===== src/rtl/uart_byte_tx.sv =====
// Serial byte transmitter: start, 8 data bits LSB first, optional odd/even parity, stop; launched by a send_en rising edge.
// Start bit appears 2 clocks after send_en is first sampled high; requests arriving while busy are dropped, never queued.
module uart_byte_tx #(
    parameter int CLK_FREQ = 50_000_000,
    parameter int UART_BPS = 115200,
    parameter int PARITY   = 0
) (
    input  logic       sys_clk,
    input  logic       sys_rst_n,
    input  logic       send_en,
    input  logic [7:0] send_data,
    output logic       tx_busy,
    output logic       tx_done,
    output logic       uart_txd
);
    localparam int BPS_CNT = CLK_FREQ / UART_BPS;
    localparam bit PAR_EN  = (PARITY == 1) || (PARITY == 2);
    localparam int NBITS   = PAR_EN ? 11 : 10;
    localparam int CW      = (BPS_CNT > 1) ? $clog2(BPS_CNT) : 1;
    localparam logic [CW-1:0] BAUD_LAST = CW'(BPS_CNT - 1);
    localparam logic [3:0]    BIT_LAST  = 4'(NBITS - 1);

    typedef enum logic {IDLE, SEND} state_t;

    state_t        state;
    logic          d0;
    logic          d1;
    logic          armed;
    logic [7:0]    data_buf;
    logic [CW-1:0] baud_cnt;
    logic [3:0]    bit_idx;
    logic          start;
    logic          par_bit;
    logic [3:0]    next_idx;
    logic [10:0]   frame;

    // armed stays low after reset until send_en has been seen low, so a level
    // already high at reset release cannot masquerade as a rising edge.
    assign start    = d0 & ~d1 & armed;
    assign par_bit  = (PARITY == 1) ? ~^data_buf : ^data_buf;
    assign next_idx = bit_idx + 4'd1;
    assign frame    = {1'b1, (PAR_EN ? par_bit : 1'b1), data_buf, 1'b0};

    always_ff @(posedge sys_clk or negedge sys_rst_n) begin
        if (!sys_rst_n) begin
            state    <= IDLE;
            d0       <= 1'b0;
            d1       <= 1'b0;
            armed    <= 1'b0;
            data_buf <= 8'h00;
            baud_cnt <= '0;
            bit_idx  <= 4'd0;
            tx_busy  <= 1'b0;
            tx_done  <= 1'b0;
            uart_txd <= 1'b1;
        end else begin
            d0      <= send_en;
            d1      <= d0;
            armed   <= armed | ~send_en;
            tx_done <= 1'b0;
            case (state)
                IDLE: begin
                    if (start) begin
                        data_buf <= send_data;
                        state    <= SEND;
                        tx_busy  <= 1'b1;
                        uart_txd <= 1'b0;
                        baud_cnt <= '0;
                        bit_idx  <= 4'd0;
                    end
                end
                SEND: begin
                    if (baud_cnt == BAUD_LAST) begin
                        baud_cnt <= '0;
                        if (bit_idx == BIT_LAST) begin
                            state    <= IDLE;
                            tx_busy  <= 1'b0;
                            tx_done  <= 1'b1;
                            uart_txd <= 1'b1;
                            bit_idx  <= 4'd0;
                        end else begin
                            bit_idx  <= next_idx;
                            uart_txd <= frame[next_idx];
                        end
                    end else begin
                        baud_cnt <= baud_cnt + CW'(1);
                    end
                end
            endcase
        end
    end
endmodule


===== config.mk =====
export PLATFORM = sky130hd
export DESIGN_NAME = uart_byte_tx
export DESIGN_NICKNAME = d
export VERILOG_FILES = /design/src/rtl/uart_byte_tx.sv
export SDC_FILE = /design/constraint.sdc
export NUM_CORES = 1
export LEC_CHECK = 0
export CAP_MARGIN = 20
export CORE_ASPECT_RATIO = 1.1
export CORE_MARGIN = 5
export CORE_UTILIZATION = 49
export DETAILED_ROUTE_END_ITERATION = 8
export GPL_ROUTABILITY_DRIVEN = 1
export PLACE_DENSITY = 0.84
export REMOVE_ABC_BUFFERS = 1
export SLEW_MARGIN = 0
export SYNTH_ARGS = -nofsm -noshare
export SYNTH_HDL_FRONTEND = slang
export SYNTH_SLANG_ARGS = --single-unit

===== constraint.sdc =====
create_clock -name sys_clk -period 1.8 [get_ports sys_clk]
set_input_delay 0.18 -clock sys_clk [delete_from_list [all_inputs] [get_ports sys_clk]]
set_output_delay 0.18 -clock sys_clk [all_outputs]
set_load 0.02 [all_outputs]

Word-level counts from Yosys, hierarchy flattened:

Cells that the tools add are included.

* $add $sub $neg: 2
* magnitude comparators: 1
* eq/ne operators: 5
* multiplexer cells: 24
* bitwise logic cells: 6
* reduce and logical (&&, ||, !) cells: 3

Operators with widths (count)
* $mux W9: 2
* $pmux W9 S2: 1
* $mux W1: 13
* $mux W4: 3
* $add A9 B1 Y9 const B: 1
* $eq A9 B9 Y1 const B: 1
* $pmux W4 S2: 1
* $pmux W1 S2: 3
* $lt A4 B5 Y1 const B: 1
* $add A4 B1 Y4 const B: 1
* $bmux W1 S4: 1
* $eq A4 B4 Y1 const B: 1
* $ne A2 B1 Y1 const B: 2
* $reduce_and A2 Y1: 2
* $not A1 Y1: 3
* $reduce_and A3 Y1: 1
* $and A1 B1 Y1: 2
* $ne A2 B2 Y1 const B: 1
* $or A1 B1 Y1: 1

* flip-flop bits (word level): 28
* input port bits: 11
* output and inout bits: 3
* word-level logic and storage cells: 51

Logic depth before layout (Yosys ltp):

* depth in word-level cells: 6
* mapped depth: 7

Worst setup path before layout:

Ideal clock, no wire load.

* path type: reg2reg
* start point: register bit_idx[0]
* end point: register uart_txd
* library setup time: 83 ps
* arrival: 1573 ps
* path slack: 144 ps
* stages on the path, launching flop included: 5
* path through: dfrtp_1 ha_1 mux4_2 o211a_1 o32a_1

* word-level cells in the longest chain between the ends: 6
* elaborated cells on any way between the ends: 7
* classes of those cells: add/sub: 1; eq/ne: 1; mux: 5

Ends and longest elaborated chain
* from (decl): line 31 `logic [3:0] bit_idx;`
* from (signal assigned): line 82 `bit_idx <= next_idx;`
* $add A4 B1 Y4: line 41 `assign next_idx = bit_idx + 4'd1;`
* $bmux W1 S4: line 83 `uart_txd <= frame[next_idx];`
* $mux W1 (not written as such): line 83
* $mux W1 (*): line 75 `if (bit_idx == BIT_LAST) begin`
* $mux W1 (*): line 73 `if (baud_cnt == BAUD_LAST) begin`
* $pmux W1 S2 (*): line 61 `case (state)`
* to (signal assigned): line 83
* to (decl): line 14 `output logic uart_txd`

Every way passes the cells marked *; elsewhere a longest branch is shown, timed or not. The select of a mux whose other input is x is not followed.
A chain may end at the register's enable or synchronous reset.

Worst setup path in the final report:

Same ends and word-level chain as after synthesis.

==> run_results.csv <==
group,metric,value,unit
layout,n_fill_cell,237,
pwr,seq_power_share,0.583,
job,drv_cap,0,
global_routing,grt_antenna_before_repair,0,
placement,place_congestion,0.831,
clock_tree,cts_sinks,28,
logic_synthesis,yosysTopAreaCell,"dfrtp_1",
pwr,leakagePower,0.724,nW
route,drt_first_pass_iters,4,
critical_path,critPathTopFamily,"compound AO/OA/AOI/OAI gates",
sta,hold_ws,241,ps
critical_path,crit_arrival,2020,ps
layout,fin_util,0.589,
layout,drive_gt1_frac,0.200,
clock_tree,cts_max_path_buffers,2,
die,ios,14,
placement,io_buffers,13,
sta,fin_skew,1.38,ps
sta,worstMarginPinSlew,561,ps
route,detailedRoute.firstIterationViolations,30,
logic_synthesis,synthDistinctLibCells,36,
critical_path,path_cells,"ha_1, mux4_2, o211a_1, o32a_1",
die,core,2730,µm²
clock_tree,post_cts_resized,0,
global_routing,grt_max_degree,29,
sta,hold_viol,0,
critical_path,cp.depth,4,
sta,min_period,1760,ps
sta,rsz0062_at_grt,"no",
status,status,"finished clean",
layout,n_antenna_cell,0,
clock_tree,clk_pin_slew_worst_paths,140,ps
sta,timing.setup.tns,0,ps
logic_synthesis,syn_area,1360,µm²
global_routing,grt_use_total,0.154,
layout,multi_input_area,628,µm²
placement,dp_hpwl,2010,µm
route,wl_per_cell,15.5,µm
sta,layout_setup_ws,43.5,ps
sta,slew_headroom,0.625,
layout,final_nets,151,
clock_tree,ctsHoldBuffers,0,
pwr,irDropWorstVdd,0.682,mV
sta,period_share,0.976,
route,wl,2600,µm
min_path,hold_path.class,"primary input to asynchronous set/reset pin",
critical_path,setup.worst_path.class,"register to register",
die,fp.dieW,60.3,µm
layout,regArea,702,µm²
die,die_y,65.3,µm
pwr,swShare,0.286,
logic_synthesis,synthCells,116,
logic_synthesis,ys_seq_area_frac,0.515,
clock_tree,postCtsSetupBuffers,0,
route,avgViaCountPerCell,5.60,
logic_synthesis,synthTopCellsByArea,"dfrtp_1 50%, mux2_2 9.1%, ha_1 3.7%, mux2i_1 3.7%, nand3_1 2.6%",
critical_path,r2r_setup_slack,40,ps
pwr,internal-power,1.06,mW
critical_path,path_max_fanout,6,
critical_path,path_buf_inv,0,
die,die_area,3940,µm²
route,final_antenna_net_count,0,
clock_tree,cts_tree,"built",
pwr,comb_power_share,0.217,
global_routing,grt-ovfl-total,0,
logic_synthesis,syn_avg_cell_area,11.8,µm²
route,vias,941,
global_routing,grt_pass1_vias,1066,
clock_tree,htreeDepth,1,
clock_tree,clockRootBuffer,"clkbuf_4",
layout,area_delta_synth_final,17.7,%
critical_path,crit_path_start_kind,"register",
critical_path,crit_required,2060,ps
sta,finalMaxSlewViolations,0,
pwr,switchingPower,0.425,mW
logic_synthesis,yosys.area.top_type_share,0.495,
route,remaining_drc_errors,0,
pwr,p_clk_frac,0.200,
clock_tree,cts-buffers-inserted,3,
clock_tree,clk_latency,320,ps
critical_path,cp-end-kind,"register",
die,row_count,20,
logic_synthesis,yosysWarnings,0,
critical_path,r2r_cells,4,
logic_synthesis,synth_seq_cells,28,
sta,fmax,0.569,GHz
placement,post-place-ws,47.2,ps
die,start_util,0.500,
critical_path,cpPeakStageDelay,480,ps
global_routing,grt_pass1_wl,4650,µm
sta,setup_violations,0,
pwr,power_density,926,nW/µm²
critical_path,cpMaxStageDelayCell,"dfrtp_1",
[logic make-up (layout without fill, tap and decap cells)]
logic type                 Yosys count  count (layout)  share of synthesized area
AOI/OAI and AO/OA                   18              18                     0.0954
xor gates and xnor gates             5               5                     0.0321
buffers and inverters               10              29                     0.0349
muxes                               17              17                      0.144
DFF                                 28              28                      0.515
adders and majority gates            4               4                     0.0367
and+or+nand+nor                     34              34                      0.142
[cell usage in the layout, fill, tap and decap left out, types with 2 or more instances in the layout]
master / instances
ha_1: 4
and3_1: 4
nand3b_1: 2
xor2_1: 2
dfrtp_1: 27
inv_1: 6
mux2_2: 11
clkbuf_4: 3
nand2_1: 5
buf_4: 6
a22o_1: 3
mux2i_1: 5
nand3_1: 7
nand2b_1: 2
o21ai_0: 3
nor2_1: 6
xnor2_1: 2
clkdlybuf4s50_1: 13
a21oi_1: 4
nor2b_1: 2
[per-stage QoR]
step | total power [mW] | instance area [µm²] | instances
finish | 1.49 | 1610 | 168
global route | 1.59 | 1610 | 168
CTS | 1.51 | 1600 | 168
detailed placement | 1.21 | 1560 | 164
global placement | 1.18 | 1560 | 164
floorplan | 1.09 | 1340 | 112
[registers in the layout, indices dropped and copies added, names as in the netlist]
| name | count |
|---|---|
| state | 1 |
| tx_busy | 1 |
| baud_cnt | 9 |
| d0 | 1 |
| uart_txd | 1 |
| data_buf | 8 |
| armed | 1 |
| tx_done | 1 |
| bit_idx | 4 |
| d1 | 1 |
[cell type report]
| class | instances | share of cell area |
|---|---|---|
| multi-input cells | 78 | 0.391 |
| well taps | 33 | 0.0257 |
| repair buffers | 19 | 0.109 |
| flip-flops and latches | 28 | 0.437 |
| clock buffers | 4 | 0.0226 |
| inverters | 6 | 0.0140 |
[Yosys cell counts]
cell	number
dfrtp_1	27
mux2_2	11
nand3_1	7
inv_1	6
nor2_1	6
mux2i_1	5
nand2_1	5
a21oi_1	4
and3_1	4
ha_1	4
a22o_1	3
o21ai_0	3
xnor2_1	3
buf_2	2
nand2b_1	2
nand3b_1	2
nor2b_1	2
xor2_1	2
a21boi_0	1
a31o_2	1
and3b_1	1
and4b_1	1
and4bb_2	1
buf_6	1
clkbuf_1	1
dfstp_2	1
mux4_2	1
nand4_1	1
nor3_1	1
nor4bb_1	1
o2111ai_1	1
o211a_1	1
o211ai_1	1
o21bai_1	1
o2bb2ai_1	1
o32a_1	1
[layer usage]
layer / GRT usage / up-vias / share of wire / wire [µm]
li1: - / 455 / - / -
met5: 0 / - / 0 / 0
met4: 0.0526 / 0 / 0.012 / 31
met2: 0.293 / 15 / 0.56 / 1460
met3: 0.0177 / 4 / 0.037 / 96
met1: 0.171 / 467 / 0.39 / 1000
[power groups by stage]
| stage | Clock, mW | Combinational [mW] | Sequential, mW |
|---|---|---|---|
| 2_1_floorplan | 0 | 0.238 | 0.851 |
| 3_3_place_gp | 0 | 0.307 | 0.873 |
| 3_5_place_dp | 0 | 0.329 | 0.883 |
| 4_1_cts | 0.307 | 0.329 | 0.870 |
| 5_1_grt | 0.324 | 0.367 | 0.895 |
| 6_report | 0.297 | 0.323 | 0.867 |
[final timing paths]
path,start,to
worst min register to register,d0$_DFF_PN0_,d1$_DFF_PN0_
worst max-delay path,bit_idx[0]$_DFFE_PN0P_,uart_txd$_DFFE_PN1P_
max in group asynchronous,sys_rst_n,uart_txd$_DFFE_PN1P_
min in group sys_clk,send_en,d0$_DFF_PN0_
worst min-delay path,sys_rst_n,data_buf[6]$_DFFE_PN0P_
worst max register to register,bit_idx[0]$_DFFE_PN0P_,uart_txd$_DFFE_PN1P_
(Power assumes the default switching activity.)
